===== config.mk =====
export PLATFORM = sky130hd
export DESIGN_NAME = uart_rx_cfg
export DESIGN_NICKNAME = d
export VERILOG_FILES = /design/src/rtl/uart_rx_cfg.sv
export SDC_FILE = /design/constraint.sdc
export NUM_CORES = 1
export LEC_CHECK = 0
export ABC_AREA = 1
export BUFFER_PORTS_ARGS = -buffer_cell sky130_fd_sc_hd__buf_2
export CAP_MARGIN = 40
export CORE_ASPECT_RATIO = 0.5
export CORE_MARGIN = 2
export CORE_UTILIZATION = 30
export CTS_CLUSTER_DIAMETER = 50
export DETAILED_ROUTE_END_ITERATION = 8
export GPL_ROUTABILITY_DRIVEN = 0
export PLACE_DENSITY = 0.51
export SLEW_MARGIN = 20
export SYNTH_ARGS = -nofsm -noshare
export SYNTH_HDL_FRONTEND = slang
export SYNTH_SLANG_ARGS = --single-unit

===== constraint.sdc =====
create_clock -name clk -period 3.55 [get_ports clk]
set_clock_uncertainty 0.1 [all_clocks]
set_input_delay 0.71 -clock clk [delete_from_list [all_inputs] [get_ports clk]]
set_output_delay 0.71 -clock clk [all_outputs]
set_load 0.1 [all_outputs]

===== src/rtl/uart_rx_cfg.sv =====
// Configurable UART receiver: 2-flop synchronizer, oversampled bit timing with
// 2-of-3 majority voting, optional parity, 1 or 2 stop bits, and a one-deep
// valid/ready holding register that reports discarded frames as overrun.
module uart_rx_cfg #(
  parameter int unsigned CLK_FREQ   = 50000000,
  parameter int unsigned BAUD_RATE  = 115200,
  parameter int unsigned OVERSAMPLE = 16,
  parameter int unsigned DATA_BITS  = 8,
  parameter int unsigned PARITY     = 0,
  parameter int unsigned STOP_BITS  = 1
) (
  input  logic                 clk,
  input  logic                 rst_n,
  input  logic                 rx,
  output logic [DATA_BITS-1:0] rx_data,
  output logic                 rx_valid,
  input  logic                 rx_ready,
  output logic                 parity_err,
  output logic                 frame_err,
  output logic                 overrun
);

  localparam int unsigned DIV_RAW = CLK_FREQ / (BAUD_RATE * OVERSAMPLE);
  localparam int unsigned DIV     = (DIV_RAW == 0) ? 1 : DIV_RAW;
  localparam int unsigned DIV_W   = (DIV > 1) ? $clog2(DIV) : 1;
  localparam int unsigned TICK_W  = $clog2(OVERSAMPLE);
  localparam int unsigned BIT_W   = $clog2(DATA_BITS);
  localparam int unsigned SAMP_A  = OVERSAMPLE / 2 - 1;
  localparam int unsigned SAMP_B  = OVERSAMPLE / 2;
  localparam int unsigned SAMP_C  = OVERSAMPLE / 2 + 1;
  localparam int unsigned LAST_T  = OVERSAMPLE - 1;
  localparam logic        HAS_PAR = (PARITY != 0);
  localparam logic        ODD_PAR = (PARITY == 2);

  typedef enum logic [2:0] {
    S_IDLE   = 3'd0,
    S_START  = 3'd1,
    S_DATA   = 3'd2,
    S_PARITY = 3'd3,
    S_STOP   = 3'd4
  } state_e;

  state_e               state_q;
  logic                 rx_s1_q;
  logic                 rx_s2_q;
  logic [DIV_W-1:0]     div_cnt_q;
  logic [TICK_W-1:0]    tick_cnt_q;
  logic [BIT_W-1:0]     bit_cnt_q;
  logic                 stop_cnt_q;
  logic                 samp_a_q;
  logic                 samp_b_q;
  logic [DATA_BITS-1:0] shift_q;
  logic                 perr_acc_q;
  logic                 ferr_acc_q;

  logic [DATA_BITS-1:0] rx_data_q;
  logic                 rx_valid_q;
  logic                 parity_err_q;
  logic                 frame_err_q;
  logic                 overrun_q;

  logic rx_sync_c;
  logic tick_c;
  logic decide_c;
  logic bit_end_c;
  logic maj_c;
  logic last_stop_c;
  logic done_c;
  logic ferr_c;
  logic perr_c;

  // Sample strobes, majority vote and frame-completion decode.
  always_comb begin
    rx_sync_c   = rx_s2_q;
    tick_c      = (div_cnt_q == DIV_W'(DIV - 1));
    decide_c    = tick_c && (tick_cnt_q == TICK_W'(SAMP_C));
    bit_end_c   = tick_c && (tick_cnt_q == TICK_W'(LAST_T));
    maj_c       = (samp_a_q & samp_b_q) | (samp_a_q & rx_sync_c) | (samp_b_q & rx_sync_c);
    last_stop_c = (stop_cnt_q == 1'(STOP_BITS - 1));
    done_c      = (state_q == S_STOP) && decide_c && last_stop_c;
    ferr_c      = ferr_acc_q | ~maj_c;
    perr_c      = (^shift_q) ^ maj_c ^ ODD_PAR;
  end

  // Two-flop synchronizer for the asynchronous serial line.
  always_ff @(posedge clk or negedge rst_n) begin
    if (!rst_n) begin
      rx_s1_q <= 1'b1;
      rx_s2_q <= 1'b1;
    end else begin
      rx_s1_q <= rx;
      rx_s2_q <= rx_s1_q;
    end
  end

  // Tick divider and per-bit tick counter; both held at zero while idle.
  always_ff @(posedge clk or negedge rst_n) begin
    if (!rst_n) begin
      div_cnt_q  <= '0;
      tick_cnt_q <= '0;
      samp_a_q   <= 1'b1;
      samp_b_q   <= 1'b1;
    end else begin
      if (state_q == S_IDLE) begin
        div_cnt_q  <= '0;
        tick_cnt_q <= '0;
      end else if (tick_c) begin
        div_cnt_q  <= '0;
        tick_cnt_q <= (tick_cnt_q == TICK_W'(LAST_T)) ? '0 : tick_cnt_q + 1'b1;
      end else begin
        div_cnt_q  <= div_cnt_q + 1'b1;
      end
      if (tick_c && (tick_cnt_q == TICK_W'(SAMP_A))) samp_a_q <= rx_sync_c;
      if (tick_c && (tick_cnt_q == TICK_W'(SAMP_B))) samp_b_q <= rx_sync_c;
    end
  end

  // Frame sequencing: start validation, data shift, parity check, stop bits.
  always_ff @(posedge clk or negedge rst_n) begin
    if (!rst_n) begin
      state_q    <= S_IDLE;
      bit_cnt_q  <= '0;
      stop_cnt_q <= 1'b0;
      shift_q    <= '0;
      perr_acc_q <= 1'b0;
      ferr_acc_q <= 1'b0;
    end else begin
      case (state_q)
        S_IDLE: begin
          bit_cnt_q  <= '0;
          stop_cnt_q <= 1'b0;
          perr_acc_q <= 1'b0;
          ferr_acc_q <= 1'b0;
          if (!rx_sync_c) state_q <= S_START;
        end
        S_START: begin
          if (decide_c && maj_c) begin
            state_q <= S_IDLE;
          end else if (bit_end_c) begin
            state_q   <= S_DATA;
            bit_cnt_q <= '0;
          end
        end
        S_DATA: begin
          if (decide_c) shift_q <= {maj_c, shift_q[DATA_BITS-1:1]};
          if (bit_end_c) begin
            if (bit_cnt_q == BIT_W'(DATA_BITS - 1)) begin
              state_q    <= HAS_PAR ? S_PARITY : S_STOP;
              stop_cnt_q <= 1'b0;
            end else begin
              bit_cnt_q <= bit_cnt_q + 1'b1;
            end
          end
        end
        S_PARITY: begin
          if (decide_c) perr_acc_q <= perr_c;
          if (bit_end_c) state_q <= S_STOP;
        end
        S_STOP: begin
          if (decide_c) begin
            ferr_acc_q <= ferr_c;
            if (last_stop_c) state_q <= S_IDLE;
          end else if (bit_end_c) begin
            stop_cnt_q <= stop_cnt_q + 1'b1;
          end
        end
        default: state_q <= S_IDLE;
      endcase
    end
  end

  // Output holding register with valid/ready handshake and overrun pulse.
  always_ff @(posedge clk or negedge rst_n) begin
    if (!rst_n) begin
      rx_data_q    <= '0;
      rx_valid_q   <= 1'b0;
      parity_err_q <= 1'b0;
      frame_err_q  <= 1'b0;
      overrun_q    <= 1'b0;
    end else begin
      overrun_q <= 1'b0;
      if (done_c) begin
        if (!rx_valid_q || rx_ready) begin
          rx_data_q    <= shift_q;
          parity_err_q <= HAS_PAR & perr_acc_q;
          frame_err_q  <= ferr_c;
          rx_valid_q   <= 1'b1;
        end else begin
          overrun_q <= 1'b1;
        end
      end else if (rx_valid_q && rx_ready) begin
        rx_valid_q <= 1'b0;
      end
    end
  end

  assign rx_data    = rx_data_q;
  assign rx_valid   = rx_valid_q;
  assign parity_err = parity_err_q;
  assign frame_err  = frame_err_q;
  assign overrun    = overrun_q;

endmodule

==> metrics.cfg, run 1 <==
[run_status]
status=finished, final reports clean

[yosys]
async_flop_share=1.000
synth_edf_count=0
yosysUniqueCellTypes=23
synth-compound-area-share=0.08831
ys_warn_count=0
synth_flop_cell=dfrtp_1
syn-mean-instance-area_um2=8.451
synth_top_family_by_area=simple AND/OR/NAND/NOR gates
yosys.area_share.simple=0.2260
ys_ff_latch=40
synthMuxAreaShare=0
synth-xor-area-share=0.01818
synth_fa_ha_area_frac=0.04545
syn-cell-area_um2=1927
netlist_instances=228
ys_seq_area_frac=0.5221
synth_fp_nets=239

[cells_and_area]
nFillCells=640
area_growth_pct=17.14
multiInputGateArea_um2=732.0
diodes=0
drive_above_1_share=0.1492
seq_area_um2=1006
final_area_um2=2257
nets=258

[placement]
hpwlAfterDp_mm=2.513
numPortBuffers=14
postPlaceCellArea_um2=2111

[setup_path]
crit_type=reg2out
max_stage_delay_ns=0.43
end_kind=output pin
crit_family=buffers and inverters
slowest_stage=buf_2
worstPathArrival_ns=1.07
start_kind=flop
worstSetupStartpoint=frame_err
worst-path-max-fanout=2
ff2ff_setup_slack_ns=1.77
regToRegStartpoint=div_cnt_q[0]
crit_buf_inv=1
crit_path_cell_trace=buf_2
cp.required_ns=2.74

[clocking]
root_buffer=clkbuf_16
clock_path_buffers=2
cts_buffers=5
cts-hold-fix-buffers=0
cts_resized=0
cts.sinks=40
htreeDepth=2
clk_pin_slew_worst_paths_ns=0.05
insertion_delay_ns=0.28
cts_tree=built
cts_setup_buffers=0

[grt]
grt_antenna_before_repair=0
overflow=0
grt_pass1_vias=1304
grt_pass1_wl_mm=5.940
grt_usage=0.1067
grt_max_degree=24

[detailed_routing]
antenna_left=0
wl_per_cell_um=10.04
drtIter0Drc=94
drc=0
firstDrtPassIters=4
vias_per_cell=4.104
postRouteWirelength_mm=3.372
vias=1379

[floorplan]
row_count=20
die_height_um=60.67
num_io_pins=16
start_util=0.3143
die_w_um=117.3
die_area_um2=7119
core_area_um2=6131

[timing]
finalHoldViolCount=0
slew_violations=0
period_share=0.5304
max_freq_mhz=531.1
rsz0062_at_grt=false
setup-tns-final_ns=0
fin_crit_ns=1.883
setup_viol=0

[pwr]
peakVddDrop_uv=148.2
cellLeakagePower_nw=1.068
power_density_nw_per_um2=407.1

[hold_path]
hold_path.class=reg2reg
worstHoldStart=rx_s1_q

[job]
maxCapViolations=0

metrics by stage:
| step | util | power (mW) | std cells | hold slack (ns) | worst slack [ns] |
|---|---|---|---|---|---|
| 5_1_grt | 0.3682 | 0.9618 | 336 | 0.2627 | 1.627 |
| 3_5_place_dp | 0.3443 | 0.4873 | 328 | 0.2468 | 1.758 |
| 2_1_floorplan | - | 0.4729 | 228 | 0.2452 | 1.722 |
| 6_report | 0.3682 | 0.9189 | 336 | 0.2545 | 1.667 |
| 4_1_cts | 0.3682 | 0.9373 | 336 | 0.2550 | 1.651 |
| 3_3_place_gp | 0.3398 | 0.4832 | 327 | 0.2465 | 1.793 |
sequential cells by signal, indices dropped and copies added (netlist names), 3 cells and up:
register / count
bit_cnt_q: 3
shift_q: 8
rx_data: 8
div_cnt_q: 5
state_q: 3
tick_cnt_q: 4
synthesized netlist by cell type, types with 3 or more instances:
cell type  instances  area, µm²
a21oi_1            9      45.04
inv_1             38      142.6
nand3_1           14      70.07
o21ai_1           18      90.09
inv_2              6      22.52
nand2_1           55      206.5
o21ai_0            7      35.03
dfrtp_1           36      900.9
dfstp_2            4      105.1
xor2_1             3      26.28
nor2_1            17      63.81
ha_1               7      87.58
power breakdown:
part           switching, mW  total [mW]  internal, mW
sequential          0.000794       0.459         0.458
combinational         0.0146      0.0190       0.00441
clock                  0.161       0.441         0.280
total                  0.176       0.919         0.743
final cells by class:
class                           count  share of cell area
Sequential cell                    40              0.4457
Multi-Input combinational cell    141              0.3243
Inverter                           44             0.07317
Clock buffer                        8             0.06486
Tap cell                           88             0.04878
Timing Repair Buffer               15             0.04324
final timing paths:
| path | end | cells after the start |
|---|---|---|
| setup / recovery | frame_err | 1 |
| max in group asynchronous | samp_b_q | 2 |
| hold reg to reg | rx_s2_q | 0 |
| setup reg to reg | rx_data[6] | 9 |
| min in group asynchronous | div_cnt_q[2] | 1 |
| hold / removal | rx_s2_q | 0 |
layout by cell type, fill, tap and decap left out:
cell,n
nand2_1,55
inv_1,38
dfrtp_1,36
o21ai_1,18
nor2_1,17
nand3_1,14
buf_2,14
a21oi_1,9
o21ai_0,7
ha_1,7
inv_2,6
clkbuf_16,5
dfstp_2,4
xor2_1,3
nor2_4,2
nor3_4,2
nor3_1,2
clkbuf_1,2
xnor2_1,1
nand4_1,1
nand2_2,1
nand3_4,1
conb_1,1
clkbuf_8,1
buf_16,1
cell families (layout without fill, tap and decap cells):
group           Yosys count  after routing
flops                    40             40
compound gates           34             34
other cells               1              1
xor+xnor                  4              4
fa+ha+maj                 7              7
buf+inv                  47             67
simple gates             95             95
routing by layer:
layer	vias to the layer above	global-route usage	wire, µm
met5	-	0	0
met4	0	0.04647	18
met3	2	0.03008	98
met2	25	0.1788	1534
met1	612	0.1341	1720
li1	740	-	-
Note: power is estimated with default switching activity, not from simulation.
==> run 2, diff against run 1 <==
--- a/config.mk
+++ b/config.mk
@@ -5,7 +5,7 @@
 export SDC_FILE = /design/constraint.sdc
 export NUM_CORES = 1
 export LEC_CHECK = 0
-export ABC_AREA = 1
+export ABC_AREA = 0
 export BUFFER_PORTS_ARGS = -buffer_cell sky130_fd_sc_hd__buf_2
 export CAP_MARGIN = 40
 export CORE_ASPECT_RATIO = 0.5
==> constraint.sdc (replaced) <==
create_clock -name clk -period 1.8 [get_ports clk]
set_clock_uncertainty 0.1 [all_clocks]
set_input_delay 0.36 -clock clk [delete_from_list [all_inputs] [get_ports clk]]
set_output_delay 0.36 -clock clk [all_outputs]
set_load 0.1 [all_outputs]
==> run 2 against run 1 <==
- the flow now finishes with violations (setup timing)
- register-to-register slack worse by 1.9 ns
- worst setup slack worse by 1.8 ns
- non-clock buffer count up 29
- clock power up 130%
- critical path type is now reg2reg
- largest cell class unchanged
- highest routed layer unchanged
==> metrics.cfg, run 2 <==
[setup_path]
worst-path-max-fanout=5  ; was 2
path_depth=7  ; was 1
crit_family=simple AND/OR/NAND/NOR gates  ; was buffers and inverters
crit_type=reg2reg  ; was reg2out
start_kind=flop  ; unchanged
rr_worst_depth=7  ; was 9
max_stage_delay_ns=0.39  ; was 0.43 ns
cp.required_ns=1.87  ; was 2.74 ns
crit_buf_inv=2  ; was 1
end_kind=flop  ; was output pin
crit_path_cell_trace=inv_2 > ha_4 > or2b_1 > nor4b_4 > buf_4 > nand4_4 > mux2_4  ; was buf_2
worstPathArrival_ns=2.03  ; was 1.07 ns
slowest_stage=dfrtp_1  ; was buf_2

[grt]
grt_pass1_vias=1325  ; was 1304
grt_pass1_wl_mm=6.561  ; was 5.940 mm
met1_usage=0.1777  ; was 0.1341
grt_antenna_before_repair=0  ; unchanged
grt_use_met3=0.03651  ; was 0.03008
overflow=0  ; unchanged
gr-usage-met2=0.1930  ; was 0.1788
grt_usage=0.1267  ; was 0.1067
grt_max_degree=41  ; was 24
gr-max-usage-layer=met2  ; unchanged

[pwr]
cellLeakagePower_nw=1.217  ; was 1.068 nW
peakVddDrop_uv=381.2  ; was 148.2 µV
power_density_nw_per_um2=771.2  ; was 407.1 nW/µm²

[detailed_routing]
drtIter0Drc=60  ; was 94
antenna_left=0  ; unchanged
vias_per_cell=4.455  ; was 4.104
drc=0  ; unchanged
wl_per_cell_um=13.53  ; was 10.04 µm
postRouteWirelength_mm=3.869  ; was 3.372 mm
vias=1274  ; was 1379
firstDrtPassIters=4  ; unchanged

[clocking]
htreeDepth=2  ; unchanged
cts-hold-fix-buffers=0  ; unchanged
root_buffer=clkbuf_16  ; unchanged
cts.sinks=40  ; unchanged
clk_pin_slew_worst_paths_ns=0.06  ; was 0.05 ns
insertion_delay_ns=0.28  ; about the same
cts_tree=built  ; unchanged
clock_path_buffers=2  ; unchanged
cts_buffers=5  ; unchanged

[run_status]
violations=setup timing
status=finished, violations left  ; was finished, final reports clean

[yosys]
syn-cell-area_um2=1872  ; was 1927 µm²
ys_seq_area_frac=0.5374  ; was 0.5221
synthTopCellsByArea=dfrtp_1 48%, mux2_2 9.6%, dfstp_2 5.6%  ; was dfrtp_1 47%, nand2_1 11%, inv_1 7.4%
synth_edf_count=0  ; unchanged
synth_most_common_cell=dfrtp_1  ; was nand2_1
yosys-top-cells-count=36 x dfrtp_1, 16 x mux2_2, 13 x nand2_1  ; was 55 x nand2_1, 38 x inv_1, 36 x dfrtp_1
ys_warn_count=0  ; unchanged
synth_fp_nets=161  ; was 239
post-synth-top-area-cell=dfrtp_1  ; unchanged
ys_ff_latch=40  ; unchanged
netlist_instances=150  ; was 228
syn-mean-instance-area_um2=12.48  ; was 8.451 µm²
yosysUniqueCellTypes=41  ; was 23
synth_top_cell_area_share=0.4813  ; was 0.4675
synth_flop_cell=dfrtp_1  ; unchanged
async_flop_share=1.000  ; unchanged

[floorplan]
row_count=20  ; unchanged
start_util=0.3091  ; was 0.3143
die_area_um2=6926  ; was 7119 µm²
core_area_um2=6056  ; was 6131 µm²
die_height_um=59.86  ; was 60.67 µm
die_w_um=115.7  ; was 117.3 µm
num_io_pins=16  ; unchanged

[timing]
setup_viol=20  ; was 0
relSlewSlack=0.6527
slew_violations=0  ; unchanged
max_freq_mhz=510.2
finalHoldViolCount=0  ; unchanged
setup-tns-final_ns=-2.347  ; was 0 ns
fin_crit_ns=1.960
period_share=1.089
fin_ws_ns=-0.1601  ; was 1.667 ns
worst_pin_slew_ns=0.5169
rsz0062_at_grt=true  ; was false

[hold_path]
hold_path.class=in2async  ; was reg2reg

[cells_and_area]
area_growth_pct=35.96  ; was 17.14%
layout.cells.non_filler=286  ; was 336
nets=208  ; was 258
layout_common_cells=35 x dfrtp_1, 28 x buf_4, 14 x buf_2, 13 x nand2_1, 13 x mux2_4  ; was 55 x nand2_1, 38 x inv_1, 36 x dfrtp_1, 18 x o21ai_1, 17 x nor2_1
diodes=0  ; unchanged
drive_above_1_share=0.4747  ; was 0.1492
final_common_cell=dfrtp_1  ; was nand2_1

[job]
maxCapViolations=0  ; unchanged

[placement]
hpwlAfterDp_mm=2.524  ; was 2.513 mm
placedCellCount=269  ; was 328
numPortBuffers=14  ; unchanged

==> run 2: cell count changes after synthesis, moves of 16 or more <==
cell     change
o21ai_1     -18
mux2_2      +16
nand2_1     -42
inv_1       -35
==> run 2: through the flow <==
step	hold slack, ns	util	area (µm²)	worst slack, ns	power, mW
finish	0.03411	0.4202	2545	-0.1601	1.963
CTS	0.04889	0.4122	2496	-0.2148	1.982
global placement	0.2473	0.3605	2183	-0.1966	0.9532
floorplan	-0.03559	-	1879	-0.1557	0.9321
detailed placement	0.2485	0.3605	2183	-0.2748	0.9536
global route	0.06523	0.4202	2545	-0.2470	2.045
==> run 2: timing repair <==
action                     CTS  global route
gates resized for setup     13            11
pin swaps                    6             6
gates cloned                 1             0
setup endpoints to repair   20            25
setup buffers                8             0
==> run 2: final cells by class <==
| class | count | area, µm² |
|---|---|---|
| clock buffer | 5 | 125.1 |
| clock inverter | 3 | 46.29 |
| fill | 592 | 3511 |
| inverter | 3 | 11.26 |
| multi-input combinational | 103 | 933.4 |
| sequential | 40 | 1007 |
| tap | 88 | 110.1 |
| timing repair buffer | 44 | 311.5 |
==> run 2: metal layers <==
| layer | vias to the layer above | routed length (µm) |
|---|---|---|
| met5 | - | 0 |
| met4 | 0 | 16 |
| met3 | 2 | 120 |
| met2 | 17 | 1794 |
| met1 | 626 | 1938 |
| li1 | 629 | - |
==> run 2: cells by family (layout without fill, tap and decap cells) <==
family | after synthesis | count (layout) | share of synthesized area
xor gates and xnor gates | 4 | 4 | 0.01872
buffers and inverters | 8 | 55 | 0.02607
muxes | 20 | 20 | 0.1283
other | 1 | 1 | 0.002003
AOI/OAI and AO/OA | 16 | 16 | 0.05615
and+or+nand+nor | 53 | 54 | 0.1791
adders and majority gates | 8 | 8 | 0.05214
DFF | 40 | 40 | 0.5374
==> run 2: power by group <==
part	internal (mW)	switching (mW)
clock network	0.659	0.369
registers	0.903	0.00153
logic	0.00404	0.0266
total	1.57	0.397
==> run 2: worst reg2reg max path: stages, from the launching register on <==
cell	delay, ns
dfrtp_1	0.39
inv_2	0.09
ha_4	0.13
or2b_1	0.25
nor4b_4	0.21
buf_4	0.19
nand4_4	0.15
mux2_4	0.35
==> run 2: worst paths after layout <==
| kind | start | to | slack [ns] |
|---|---|---|---|
| min in group clk | rx | rx_s1_q | 0.08 |
| min | rst_n | tick_cnt_q[0] | 0.03 |
| min reg2reg | rx_s1_q | rx_s2_q | 0.26 |
| max reg2reg | tick_cnt_q[1] | rx_data[7] | -0.16 |
| max | tick_cnt_q[1] | rx_data[7] | -0.16 |
| max in group asynchronous | rst_n | rx_valid | 1.19 |
